### config.mk
export PLATFORM = sky130hd
export DESIGN_NAME = tc_scan_scheduler
export DESIGN_NICKNAME = d
export VERILOG_FILES = /design/src/rtl/tc_pkg.sv /design/src/rtl/tc_frame_decode.sv /design/src/rtl/tc_scan_scheduler.sv
export SDC_FILE = /design/constraint.sdc
export NUM_CORES = 1
export LEC_CHECK = 0
export CORE_MARGIN = 2
export CORE_UTILIZATION = 49
export CTS_BUF_LIST = sky130_fd_sc_hd__clkbuf_4 sky130_fd_sc_hd__clkbuf_8 sky130_fd_sc_hd__clkbuf_16
export DETAILED_ROUTE_END_ITERATION = 16
export MAX_ROUTING_LAYER = met4
export PLACE_DENSITY_LB_ADDON = 0.15
export REMOVE_ABC_BUFFERS = 1
export SYNTH_ARGS = -nofsm -noshare
export SYNTH_HDL_FRONTEND = slang
export SYNTH_SLANG_ARGS = --single-unit
### constraint.sdc
create_clock -name clk -period 2.94 [get_ports clk]
set_input_delay 0.294 -clock clk [delete_from_list [all_inputs] [get_ports clk]]
set_output_delay 0.294 -clock clk [all_outputs]
set_load 0.05 [all_outputs]
### src/rtl/tc_pkg.sv
// rtl/tc_pkg.sv - shared state, frame field positions and result type for the thermocouple scanner
package tc_pkg;

  typedef enum logic [2:0] {IDLE, SETUP, START, WAIT, EMIT} tc_state_t;

  localparam int TC_MSB     = 31;
  localparam int TC_LSB     = 18;
  localparam int FLT_HI_BIT = 16;
  localparam int JN_MSB     = 15;
  localparam int JN_LSB     = 4;
  localparam int FLT_LO_MSB = 2;
  localparam int FLT_LO_LSB = 0;

  typedef struct packed {
    logic [13:0] tc_temp;
    logic [11:0] jn_temp;
    logic [3:0]  fault;
    logic        timeout;
  } tc_result_t;

endpackage

### src/rtl/tc_frame_decode.sv
// rtl/tc_frame_decode.sv - splits a registered 32-bit converter frame into result fields
module tc_frame_decode
  import tc_pkg::*;
(
  input  logic [31:0] i_frame,
  input  logic        i_timeout,
  output tc_result_t  o_result
);

  // Bits 17 and 3 are reserved in the converter frame.
  logic w_unused_bits;
  assign w_unused_bits = ^{i_frame[17], i_frame[3]};

  always_comb begin
    o_result = '0;
    if (i_timeout) begin
      o_result.fault   = 4'hF;
      o_result.timeout = 1'b1;
    end else begin
      o_result.tc_temp = i_frame[TC_MSB:TC_LSB];
      o_result.jn_temp = i_frame[JN_MSB:JN_LSB];
      o_result.fault   = {i_frame[FLT_HI_BIT], i_frame[FLT_LO_MSB:FLT_LO_LSB]};
    end
  end

endmodule

### src/rtl/tc_scan_scheduler.sv
// rtl/tc_scan_scheduler.sv - periodic scan of NUM_CH converters through one shared SPI master
// Define TC_TIMEOUT_EN to enable the START/WAIT watchdog.
module tc_scan_scheduler
  import tc_pkg::*;
#(
  parameter int NUM_CH      = 4,
  parameter int SCAN_PERIOD = 1800,
  parameter int CS_SETUP    = 2,
  parameter int TIMEOUT_CYC = 64
) (
  input  logic                      clk,
  input  logic                      rst,
  input  logic [NUM_CH-1:0]         ch_en_mask,
  input  logic                      spi_busy,
  input  logic [31:0]               spi_rx_data,
  output logic                      spi_ena,
  output logic [$clog2(NUM_CH)-1:0] spi_cs_sel,
  output logic                      res_valid,
  output logic [$clog2(NUM_CH)-1:0] res_ch,
  output logic [13:0]               res_tc_temp,
  output logic [11:0]               res_jn_temp,
  output logic [3:0]                res_fault,
  output logic                      res_timeout,
  output logic                      scan_overrun
);

  localparam int CW = $clog2(NUM_CH);
  localparam int PW = $clog2(SCAN_PERIOD);
  localparam int SW = $clog2(CS_SETUP + 1);
  localparam int WW = $clog2(TIMEOUT_CYC + 1);
`ifdef TC_TIMEOUT_EN
  localparam bit WD_EN = 1'b1;
`else
  localparam bit WD_EN = 1'b0;
`endif

  tc_state_t         r_state;
  logic [PW-1:0]     r_period_cnt;
  logic              r_pending;
  logic              r_spi_ena;
  logic              r_res_valid;
  logic              r_timeout;
  logic              r_overrun;
  logic [NUM_CH-1:0] r_mask;
  logic [CW-1:0]     r_ch;
  logic [CW-1:0]     r_res_ch;
  logic [SW-1:0]     r_setup_cnt;
  logic [WW-1:0]     r_wd_cnt;
  logic [31:0]       r_frame;
  logic              w_wrap;
  logic              w_wd_expired;
  logic [CW:0]       w_first;
  logic [CW:0]       w_next;
  tc_result_t        w_res;

  // Returns {found, index} of the lowest set mask bit at or above start.
  function automatic logic [CW:0] find_from(input logic [NUM_CH-1:0] mask, input int start);
    logic [CW:0] hit;
    hit = '0;
    for (int i = NUM_CH - 1; i >= 0; i--)
      if (i >= start && mask[i]) hit = {1'b1, CW'(i)};
    return hit;
  endfunction

  assign w_wrap       = (r_period_cnt == PW'(SCAN_PERIOD - 1));
  assign w_first      = find_from(ch_en_mask, 0);
  assign w_next       = find_from(r_mask, int'(r_ch) + 1);
  assign w_wd_expired = WD_EN && (r_wd_cnt == WW'(TIMEOUT_CYC - 1));

  always_ff @(posedge clk) begin
    if (rst || !(r_state == START || r_state == WAIT)) r_wd_cnt <= '0;
    else                                               r_wd_cnt <= r_wd_cnt + 1'b1;
  end

  always_ff @(posedge clk) begin
    if (rst) begin
      r_state      <= IDLE;
      r_period_cnt <= '0;
      r_pending    <= 1'b0;
      r_spi_ena    <= 1'b0;
      r_res_valid  <= 1'b0;
      r_timeout    <= 1'b0;
      r_overrun    <= 1'b0;
      r_mask       <= '0;
      r_ch         <= '0;
      r_res_ch     <= '0;
      r_setup_cnt  <= '0;
      r_frame      <= '0;
    end else begin
      r_res_valid  <= 1'b0;
      r_period_cnt <= w_wrap ? '0 : r_period_cnt + 1'b1;
      case (r_state)
        IDLE: if (r_pending) begin
          r_pending <= 1'b0;
          r_mask    <= ch_en_mask;
          if (w_first[CW]) begin
            r_ch        <= w_first[CW-1:0];
            r_setup_cnt <= '0;
            r_state     <= SETUP;
          end
        end
        SETUP: begin
          if (r_setup_cnt == SW'(CS_SETUP - 1)) begin
            r_spi_ena <= 1'b1;
            r_state   <= START;
          end else begin
            r_setup_cnt <= r_setup_cnt + 1'b1;
          end
        end
        START, WAIT: begin
          if (w_wd_expired) begin
            r_spi_ena   <= 1'b0;
            r_timeout   <= 1'b1;
            r_res_valid <= 1'b1;
            r_res_ch    <= r_ch;
            r_state     <= EMIT;
          end else if (r_state == START && spi_busy) begin
            r_spi_ena <= 1'b0;
            r_state   <= WAIT;
          end else if (r_state == WAIT && !spi_busy) begin
            r_frame     <= spi_rx_data;
            r_timeout   <= 1'b0;
            r_res_valid <= 1'b1;
            r_res_ch    <= r_ch;
            r_state     <= EMIT;
          end
        end
        EMIT: begin
          if (w_next[CW]) begin
            r_ch        <= w_next[CW-1:0];
            r_setup_cnt <= '0;
            r_state     <= SETUP;
          end else begin
            r_state <= IDLE;
          end
        end
        default: r_state <= IDLE;
      endcase
      // A wrap outranks the IDLE pending clear so a late scan is never lost.
      if (w_wrap) begin
        r_pending <= 1'b1;
        if (r_state != IDLE) r_overrun <= 1'b1;
      end
    end
  end

  tc_frame_decode u_decode (
    .i_frame   (r_frame),
    .i_timeout (r_timeout),
    .o_result  (w_res)
  );

  assign spi_ena      = r_spi_ena;
  assign spi_cs_sel   = r_ch;
  assign res_valid    = r_res_valid;
  assign res_ch       = r_res_ch;
  assign res_tc_temp  = w_res.tc_temp;
  assign res_jn_temp  = w_res.jn_temp;
  assign res_fault    = w_res.fault;
  assign res_timeout  = w_res.timeout;
  assign scan_overrun = r_overrun;

endmodule

== After elaboration in Yosys (flattened, before gate mapping) ==
Cells that the tools add are included.
Word-level totals
  flip-flop bits (word level): 60
  bits of input ports: 39
  logic and storage cells: 86
  output and inout port bits: 38
Cells by class
  reduce and logical (&&, ||, !) cells: 23
  eq/ne operators: 13
  bitwise logic cells: 2
  muxes and demuxes: 30
  add/sub/neg operators: 3
  $lt $le $gt $ge: 4
Operators by type and width (number)
  2-to-1 mux 3 bit: 13
  2-to-1 mux 2 bit: 7
  != test 2 bit (second input constant): 6
  case mux 3 bit (4 select lines): 1
  adder 11 x 1 -> 11 bit (second input constant): 1
  equality test 11 bit (second input constant): 1
  AND reduction 4 bit: 2
  equality test 3 x 2 -> 1 bit (second input constant): 2
  >= comparator 1 x 3 -> 1 bit (first input constant): 2
  >= comparator 2 x 3 -> 1 bit (first input constant): 2
  logical AND 1 bit: 6
  2-to-1 mux 1 bit: 6
  case mux 2 bit (3 select lines): 1
  AND reduction 3 bit: 2
  nonzero test 2 bit: 3
  nonzero test 3 bit: 2
  AND reduction 5 bit: 1
  case mux 2 bit (2 select lines): 1
  AND reduction 2 bit: 2
  OR reduction 2 bit: 2
  adder 2 x 1 -> 3 bit (second input constant): 1
  equality test 3 x 1 -> 1 bit (second input constant): 1
  equality test 3 bit (second input constant): 1
  logical NOT 3 bit: 1
  other kinds (7): 8

== Longest topological paths before layout ==
Gate-level depths: netlist (run 1).
  word-level depth: 9
  depth in mapped cells: 7
  gate-level depth less buffers: 6

== Modules after synthesis ==
Synthesis (run 1) repeated with hierarchy kept, for this count alone.
Unflattened totals
  cells, all modules: 323
  area, all modules: 2547.4 um^2
By module, submodules not included
  tc_scan_scheduler: sequential area each 1181.1 um^2, instances 1, area an instance 2331.0 um^2, cells an instance 289
  tc_frame_decode: sequential area each 0.0 um^2, instances 1, area an instance 216.5 um^2, cells an instance 34

== Least setup slack after synthesis (run 1) ==
OpenSTA, ideal clock, no wires.
  kind: register -> register
  start: reg r_state[0]
  end: reg r_ch[1], in the netlist spi_cs_sel[1]
  period minus slack after synthesis: 1690 ps
  data arrival time: 1557 ps
  path slack: 1250 ps
  library setup time: 133 ps
  cell stages (with the launch flop): 7
  path buffers: 2
  data required time: 2807 ps
  path through: dfxtp_1 > buf_6 > or3b_1 > buf_2 > a221o_1 > a222oi_1 > a311oi_1
On the way
  cells in the longest elaborated chain, start to end: 3
  elaborated cells on any way between the ends: 8
  classes of those cells: 4 x eq/ne; 1 x mux; 3 x reduce/logical
RTL lines
  from (decl): line tc_scan_scheduler.sv:37  | tc_state_t r_state;
  from (signal assigned): line tc_scan_scheduler.sv:77  | r_state <= IDLE;
  from (signal assigned): line tc_scan_scheduler.sv:99  | r_state <= SETUP;
  from (signal assigned): line tc_scan_scheduler.sv:105  | r_state <= START;
  equality test 3 bit / logical NOT 3 bit (equally long branches): line tc_scan_scheduler.sv:92  | case (r_state)
  != test 2 bit (no line) / nonzero test 2 bit (equally long branches)
  AND reduction 4 bit (no line)
  to (signal assigned): line tc_scan_scheduler.sv:97  | r_ch <= w_first[CW-1:0];
  to (signal assigned): line tc_scan_scheduler.sv:130  | r_ch <= w_next[CW-1:0];
  to (decl): line tc_scan_scheduler.sv:45  | logic [CW-1:0] r_ch;
Parallel ways exist; a longest one is shown, timed or not.
A chain may end at the register's enable or synchronous reset.

== Worst setup path in the final report (run 1) ==
  start: reg r_ch[1], in the netlist spi_cs_sel[1]
  end: out spi_cs_sel[1]
RTL lines
  to (decl): line tc_scan_scheduler.sv:17  | output logic [$clog2(NUM_CH)-1:0] spi_cs_sel,
No word-level cell between the ends.

==> results.py, run 1 <==
metrics = {
    "timing": {
        "setup-tns-final_ns": 0,
        "clock_skew_ns": 0.00648,
        "setup_violations": 0,
        "whs_ns": 0.434,
        "max_freq_mhz": 501,
        "finalCriticalPeriod_ns": 2.00,
        "relSlewSlack": 0.620,
        "rsz0062_at_grt": "false",
        "finalCritPeriodShare": 0.679,
        "drv_slew": 0,
        "final-hold-violation-count": 0,
        "tightest_slew_ns": 0.570,
    },
    "yosys": {
        "synth_area_sq_mm": 0.00234,
        "synth_area_per_cell_sq_um": 8.14,
        "ys_warn_count": 0,
        "synth_top_area_share": 0.488,
        "syn_inst": 287,
        "synth_top_family_by_area": "simple AND/OR/NAND/NOR gates",
        "synthMuxAreaShare": 0.0225,
        "yosysUniqueCellTypes": 43,
        "synth_edf_count": 0,
        "yosys-top-cells-area": "dfxtp_1, nand2_1, a21oi_1, nor2_1, xor2_1",
        "synth_top_area_cell": "dfxtp_1",
        "yosysSeqAreaShare": 0.488,
        "ys_top_cells_by_count": "nand2_1, dfxtp_1, a21oi_1",
        "synth-simple-area-share": 0.245,
        "synthAdderAreaFrac": 0.0107,
        "synth_flop_cell": "dfxtp_1",
        "synth-xor-area-share": 0.0337,
        "ys_async_sr_fraction": 0,
        "synth_compound_area_frac": 0.150,
        "yosysMostFrequentCell": "nand2_1",
        "synth.ff_latch_count": 57,
    },
    "detailed_routing": {
        "dr.pass1.iters": 4,
        "vias": 2130,
        "route.detailed.drc": 0,
        "wl_um": 5380,
        "vias_per_cell": 5.16,
        "first_iter_violations": 163,
        "drtAntennaViolNets": 0,
        "wl_per_cell_um": 13.0,
    },
    "clock_network": {
        "clkSinkCount": 57,
        "cts_hold_buf": 0,
        "cts_resized": 0,
        "htreeDepth": 3,
        "root_buffer": "clkbuf_8",
        "clk_pin_slew_worst_paths_ns": 0.06,
        "cts_setup_buffers": 0,
        "insertion_delay_ns": 0.33,
        "clock_path_buffers": 2,
        "cts_buffers": 9,
        "cts_tree": "done",
    },
    "worst_setup_path": {
        "arrival_ns": 1.70,
        "endpoint": "spi_cs_sel[1]",
        "critPathRequiredTime_ns": 2.65,
        "cp-startpoint": "spi_cs_sel[1]",
        "cp-start-kind": "flip-flop",
        "r2r_cells": 4,
        "cp_slowest_cell": "clkdlybuf4s50_1",
        "worst_r2r_startpoint": "r_state[2]",
        "max_stage_delay_ns": 0.87,
        "ff2ff_setup_slack_ns": 1.10,
        "critPathTopFamily": "buffers and inverters",
        "cp_max_fo": 10,
        "timing.critical_path.buf_inv": 1,
        "path_cells": "clkdlybuf4s50_1",
        "path_class": "flip-flop to output port",
        "worstReg2RegEnd": "spi_cs_sel[1]",
        "crit_path_end_kind": "output port",
        "cp.depth": 1,
    },
    "pwr": {
        "combPwrFrac": 0.049,
        "seq_power_share": 0.501,
        "p_total_mw": 1.55,
        "ir_drop_v": 0.000383,
        "leakage_nw": 1.14,
        "switching_power_uw": 329,
        "cellPowerDensity_mw_per_mm2": 478,
        "switching_share": 0.212,
        "p_clk_frac": 0.450,
        "p_int_mw": 1.22,
    },
    "die": {
        "start_util": 0.501,
        "io_pins": 77,
        "core-area_sq_mm": 0.00466,
        "die_x_um": 73.0,
        "fp.dieH_um": 73.0,
        "num_rows": 25,
        "dieArea_sq_mm": 0.00534,
    },
    "place": {
        "portBuffers": 73,
        "gp_congestion": 0.825,
        "dpl-instance-area_sq_mm": 0.00307,
        "hpwl_um": 3630,
    },
    "grt": {
        "grt_pass1_vias": 1949,
        "grt_max_degree": 31,
        "grt.overflow.total": 0,
        "grt_pass1_wl_um": 8630,
        "antenna_found_initial": 0,
        "globalRouteTotalUtil": 0.218,
    },
    "layout": {
        "fill_cells": 387,
        "multi_input_area_sq_mm": 0.00108,
        "fin_util": 0.697,
        "drive_gt1_frac": 0.0669,
        "area_growth_pct": 39.1,
        "nNetsFinal": 396,
        "fin_area_sq_mm": 0.00325,
        "antenna_cells": 0,
        "seqCellArea_sq_mm": 0.00114,
    },
    "min_path": {
        "hold_path_class": "flip-flop to flip-flop",
    },
    "outcome": {
        "status": "finished clean",
    },
    "run": {
        "cap_violations": 0,
    },
}
-- cell families (layout without fill, tap and decap cells) --
kind of cell             after synthesis  after routing
AND/OR/NAND/NOR                      129            129
multiplexers                           5              5
adder cells (fa/ha/maj)                2              2
buffers and inverters                 25             97
XOR/XNOR                               9              9
flip-flops                            57             57
other                                  1              1
AO/OA/AOI/OAI                         59             59
-- flip-flops by register name, summed over array words and instances (netlist names) --
register and flops:
spi_ena 1, r_mask 3, r_period_cnt 11, res_ch 2
r_frame 30, spi_cs_sel 2, r_state 3, scan_overrun 1
res_valid 1, r_setup_cnt 2, r_pending 1
-- layout make-up --
| type | instances | share of cell area |
|---|---|---|
| clock buffer | 11 | 0.0427 |
| clock inverter | 4 | 0.0139 |
| inverter | 5 | 0.00578 |
| multi-input combinational | 205 | 0.333 |
| sequential | 57 | 0.351 |
| tap | 54 | 0.0208 |
| timing repair buffer | 77 | 0.233 |
-- worst min path at each step --
stage / start / end / slack [ns] / depth (start not counted)
finish: r_period_cnt[0] / r_period_cnt[0] / 0.43 / 1
detailed placement: r_period_cnt[0] / r_period_cnt[0] / 0.43 / 1
global placement: r_period_cnt[0] / r_period_cnt[0] / 0.43 / 1
floorplan: rst / r_frame[0] / 0.36 / 1
global route: r_period_cnt[0] / r_period_cnt[0] / 0.45 / 1
CTS: r_period_cnt[0] / r_period_cnt[0] / 0.44 / 1
-- routing by layer --
metal | up-vias | part of all wire | GRT usage
met2 | 57 | 0.50 | 0.349
met3 | 9 | 0.041 | 0.0497
li1 | 1096 | - | -
met1 | 968 | 0.44 | 0.259
met4 | 0 | 0.019 | 0.0988
met5 | - | 0 | -
-- cell usage in the layout, fill, tap and decap left out, types with 3 or more instances in the layout --
| master | instances |
|---|---|
| buf_4 | 4 |
| nand3_1 | 5 |
| o21ai_0 | 5 |
| mux2i_1 | 3 |
| nor3_1 | 4 |
| nor2b_1 | 6 |
| clkbuf_8 | 9 |
| clkinv_2 | 3 |
| nand2_1 | 70 |
| nand2b_1 | 6 |
| inv_1 | 5 |
| a21oi_1 | 38 |
| dfxtp_1 | 57 |
| clkdlybuf4s50_1 | 72 |
| nor2_1 | 24 |
| xor2_1 | 7 |
-- power by group through the flow --
stage / clock (mW) / combinational, mW / sequential, mW
5_1_grt: 0.744 / 0.0819 / 0.778
6_report: 0.699 / 0.0754 / 0.779
4_1_cts: 0.708 / 0.0759 / 0.779
3_3_place_gp: 0 / 0.0748 / 0.795
3_5_place_dp: 0 / 0.0755 / 0.796
2_1_floorplan: 0 / 0.0128 / 0.795
-- metrics by stage --
step	std cells	setup WS, ns
finish	413	0.944
global route	413	0.879
CTS	413	0.938
detailed placement	398	0.902
global placement	398	0.932
floorplan	267	1.27
Power figures use the tool's default switching activity.
==> run 2, diff against run 1 <==
Settings changed: CORE_UTILIZATION 49 to 41.
Clock period 2.94 ns to 1.8 ns, I/O delays scaled along.
==> results.py, run 2 (same netlist as run 1, synthesis figures left out) <==
metrics = {
    "place": {
        "portBuffers": 73,
        "dpl-instance-area_sq_mm": 0.00321,
        "dpl_worst_slack_ns": -0.0521,
        "gp_congestion": 0.849,
        "dp.cells": 429,
        "hpwl_um": 3820,
    },
    "layout": {
        "fin_util": 0.612,
        "reg_top3": "r_frame (30), r_period_cnt (11)",
        "area_growth_pct": 44.2,
        "top_register": "r_frame",
        "antenna_cells": 0,
        "final_cell_mix": "clkdlybuf4s50_1, nand2_1, dfxtp_1",
        "seqCellArea_sq_mm": 0.00114,
        "multi_input_area_sq_mm": 0.00109,
        "fill_cells": 530,
        "stdcell_count": 442,
        "nNetsFinal": 409,
        "drive_gt1_frac": 0.105,
        "final_common_cell": "clkdlybuf4s50_1",
        "fin_area_sq_mm": 0.00337,
        "largest_reg_flops": 30,
    },
    "grt": {
        "grt.overflow.total": 0,
        "grt_pass1_wl_um": 8940,
        "antenna_found_initial": 0,
        "grt_max_degree": 39,
        "globalRouteTotalUtil": 0.187,
        "grt_pass1_vias": 2040,
    },
    "detailed_routing": {
        "vias_per_cell": 4.94,
        "wl_um": 5460,
        "wl_per_cell_um": 12.4,
        "dr.pass1.iters": 4,
        "wl_met1_um": 2420,
        "route.detailed.drc": 0,
        "drtAntennaViolNets": 0,
        "top_layer_used": "met4",
        "vias": 2185,
        "wl_met2_um": 2620,
        "first_iter_violations": 115,
        "wl_met3_um": 260,
    },
    "timing": {
        "final-hold-violation-count": 0,
        "relSlewSlack": 0.649,
        "whs_ns": 0.167,
        "rsz0062_at_grt": "false",
        "finalCriticalPeriod_ns": 1.69,
        "fin_ws_ns": 0.107,
        "max_freq_mhz": 591,
        "tightest_slew_ns": 0.525,
        "setup-tns-final_ns": 0,
        "clock_skew_ns": 0.0102,
        "drv_slew": 0,
        "setup_violations": 0,
        "finalCritPeriodShare": 0.940,
    },
    "run": {
        "cap_violations": 0,
    },
    "worst_setup_path": {
        "cp-start-kind": "flip-flop",
        "timing.critical_path.buf_inv": 1,
        "cp_max_fo": 2,
        "max_stage_delay_ns": 0.81,
        "path_class": "flip-flop to output port",
        "cp_slowest_cell": "clkdlybuf4s50_1",
        "critPathRequiredTime_ns": 1.62,
        "critPathTopFamily": "buffers and inverters",
        "crit_path_end_kind": "output port",
        "arrival_ns": 1.51,
        "path_cells": "clkdlybuf4s50_1",
    },
    "outcome": {
        "status": "finished clean",
    },
    "die": {
        "fp.dieH_um": 79.5,
        "core-area_sq_mm": 0.00551,
        "dieArea_sq_mm": 0.00632,
        "start_util": 0.424,
        "io_pins": 77,
        "die_x_um": 79.5,
        "num_rows": 27,
    },
    "clock_network": {
        "clk_pin_slew_worst_paths_ns": 0.06,
        "clock_path_buffers": 2,
        "cts_tree": "done",
        "insertion_delay_ns": 0.34,
        "cts_hold_buf": 0,
        "htreeDepth": 3,
        "clkSinkCount": 57,
        "root_buffer": "clkbuf_8",
        "cts_buffers": 9,
    },
    "min_path": {
        "hold_path_class": "input port to flip-flop",
    },
    "pwr": {
        "ir_drop_v": 0.000433,
        "p_total_mw": 2.40,
        "leakage_nw": 1.20,
        "cellPowerDensity_mw_per_mm2": 714,
    },
}
## run 2: cell count changes in the layout (fill, tap and decap cells not counted), sizes merged
cell           change
clkinv             -2
clkbuf             +1
buf               +15
bufinv             -1
clkdlybuf4s50      -2
## run 2: worst paths after layout
check                        from         endpoint  slack (ns)  cells past startpoint
setup reg to reg       r_state[2]    spi_cs_sel[1]        0.16                      4
setup / recovery       r_frame[5]   res_jn_temp[1]        0.11                      1
hold reg to reg   r_period_cnt[0]  r_period_cnt[0]        0.44                      1
hold / removal                rst     scan_overrun        0.17                      2
## run 2: power breakdown
| group | leakage [nW] | internal (mW) | total, mW | switching, mW |
|---|---|---|---|---|
| Combinational | 0.654 | 0.0832 | 0.131 | 0.0478 |
| Sequential | 0.459 | 1.27 | 1.27 | 0.00458 |
| Clock | 0.0850 | 0.542 | 1.00 | 0.459 |
## run 2: layout make-up
type,count,share of cell area
multi-input combinational,205,0.323
timing repair buffer,90,0.259
inverter,5,0.00557
sequential,57,0.339
clock inverter,1,0.00149
clock buffer,12,0.0453
tap,72,0.0267
## run 2: layer usage
layer,track usage,vias to the layer above
met4,0.0879,0
met2,0.296,51
met1,0.213,999
met5,-,-
met3,0.0656,16
li1,-,1119
## run 2: timing repair
action / 4_1_cts / 5_1_grt
endpoints found under the setup margin: 0 / 9
resized for setup: 0 / 2
setup buffers: 0 / 0
==> run 3, diff against run 2 <==
Settings changed: CORE_UTILIZATION 41 to 49.
Clock period 1.8 ns to 2.1 ns, I/O delays scaled along.
==> results.py, run 3 (same netlist as run 1, synthesis figures left out) <==
metrics = {
    "grt": {
        "antenna_found_initial": 0,
        "grt_pass1_wl_um": 8560,
        "grt_max_degree": 28,
        "globalRouteTotalUtil": 0.211,
        "grt_pass1_vias": 1983,
        "grt.overflow.total": 0,
    },
    "die": {
        "num_rows": 25,
        "dieArea_sq_mm": 0.00534,
        "start_util": 0.501,
        "core-area_sq_mm": 0.00466,
        "fp.dieH_um": 73.0,
        "die_x_um": 73.0,
        "io_pins": 77,
    },
    "layout": {
        "nNetsFinal": 398,
        "reg_top3": "r_frame (30), r_period_cnt (11)",
        "final_common_cell": "clkdlybuf4s50_1",
        "final_cell_mix": "clkdlybuf4s50_1, nand2_1, dfxtp_1",
        "area_growth_pct": 40.8,
        "antenna_cells": 0,
        "largest_reg_flops": 30,
        "drive_gt1_frac": 0.0746,
        "top_register": "r_frame",
    },
    "worst_setup_path": {
        "arrival_ns": 1.69,
        "crit_path_end_kind": "output port",
        "critPathTopFamily": "buffers and inverters",
        "path_cells": "clkdlybuf4s50_1",
        "cp_slowest_cell": "clkdlybuf4s50_1",
        "max_stage_delay_ns": 0.87,
        "cp_max_fo": 10,
        "path_class": "flip-flop to output port",
        "cp-start-kind": "flip-flop",
        "worstReg2RegEnd": "spi_cs_sel[1]",
        "endpoint": "spi_cs_sel[1]",
        "ff2ff_setup_slack_ns": 0.27,
        "cp-startpoint": "spi_cs_sel[1]",
        "timing.critical_path.buf_inv": 1,
        "worst_r2r_startpoint": "r_state[2]",
        "cp.depth": 1,
        "critPathRequiredTime_ns": 1.89,
        "r2r_cells": 4,
    },
    "clock_network": {
        "htreeDepth": 3,
        "clkSinkCount": 57,
        "cts_buffers": 9,
        "cts_hold_buf": 0,
        "root_buffer": "clkbuf_8",
        "cts_resized": 0,
        "clk_pin_slew_worst_paths_ns": 0.06,
        "cts_tree": "done",
        "cts_setup_buffers": 0,
        "clock_path_buffers": 2,
        "insertion_delay_ns": 0.32,
    },
    "timing": {
        "setup-tns-final_ns": 0,
        "finalCritPeriodShare": 0.904,
        "setup_violations": 0,
        "whs_ns": 0.263,
        "rsz0062_at_grt": "false",
        "max_freq_mhz": 527,
        "drv_slew": 0,
        "finalCriticalPeriod_ns": 1.90,
        "relSlewSlack": 0.631,
        "clock_skew_ns": 0.00324,
        "final-hold-violation-count": 0,
        "tightest_slew_ns": 0.552,
    },
    "pwr": {
        "ir_drop_v": 0.000564,
        "cellPowerDensity_mw_per_mm2": 658,
        "leakage_nw": 1.15,
        "p_total_mw": 2.17,
    },
    "run": {
        "cap_violations": 0,
    },
    "min_path": {
        "hold_path_class": "input port to flip-flop",
        "whs_path_depth": 2,
    },
    "detailed_routing": {
        "drtAntennaViolNets": 0,
        "dr.pass1.iters": 4,
        "wl_per_cell_um": 12.0,
        "first_iter_violations": 106,
        "vias": 2106,
        "vias_per_cell": 5.06,
        "route.detailed.drc": 0,
        "wl_um": 5000,
    },
    "place": {
        "hpwl_um": 3530,
        "portBuffers": 73,
        "gp_congestion": 0.849,
    },
    "outcome": {
        "status": "finished clean",
    },
}
run 3: worst min-delay path by stage:
stage / from / to
floorplan: rst / r_frame[0]
global placement: r_period_cnt[0] / r_period_cnt[0]
detailed placement: r_period_cnt[0] / r_period_cnt[0]
CTS: rst / r_period_cnt[2]
global route: rst / r_frame[11]
finish: rst / r_period_cnt[2]
run 3: metrics by stage:
stage / util / setup WS (ns) / cell area [sq um] / cells
after floorplan: - / 0.428 / 2240 / 267
after global placement: 0.664 / 0.179 / 3090 / 400
after detailed placement: 0.664 / 0.125 / 3090 / 400
after CTS: 0.706 / 0.180 / 3290 / 416
after global routing: 0.706 / 0.120 / 3290 / 416
final: 0.706 / 0.202 / 3290 / 416
run 3: layer usage:
layer,GRT usage,share of wire,up-vias
met5,-,0,-
met4,0.0823,0.018,0
met3,0.0566,0.045,9
met2,0.332,0.48,50
met1,0.256,0.46,947
li1,-,-,1100
run 3: cell type report:
class,count,area [sq um]
clock buffer,14,186
timing repair buffer,79,783
clock inverter,2,10.0
fill,365,1370
inverter,5,18.8
sequential,57,1140
multi-input combinational,205,1080
tap,54,67.6
run 3: where the power goes:
part | total (mW) | leakage, nW | switching [mW] | internal, mW
Combinational | 0.107 | 0.588 | 0.0398 | 0.0670
Clock | 0.968 | 0.106 | 0.402 | 0.567
Sequential | 1.09 | 0.459 | 0.00390 | 1.09
Total | 2.17 | 1.15 | 0.446 | 1.72
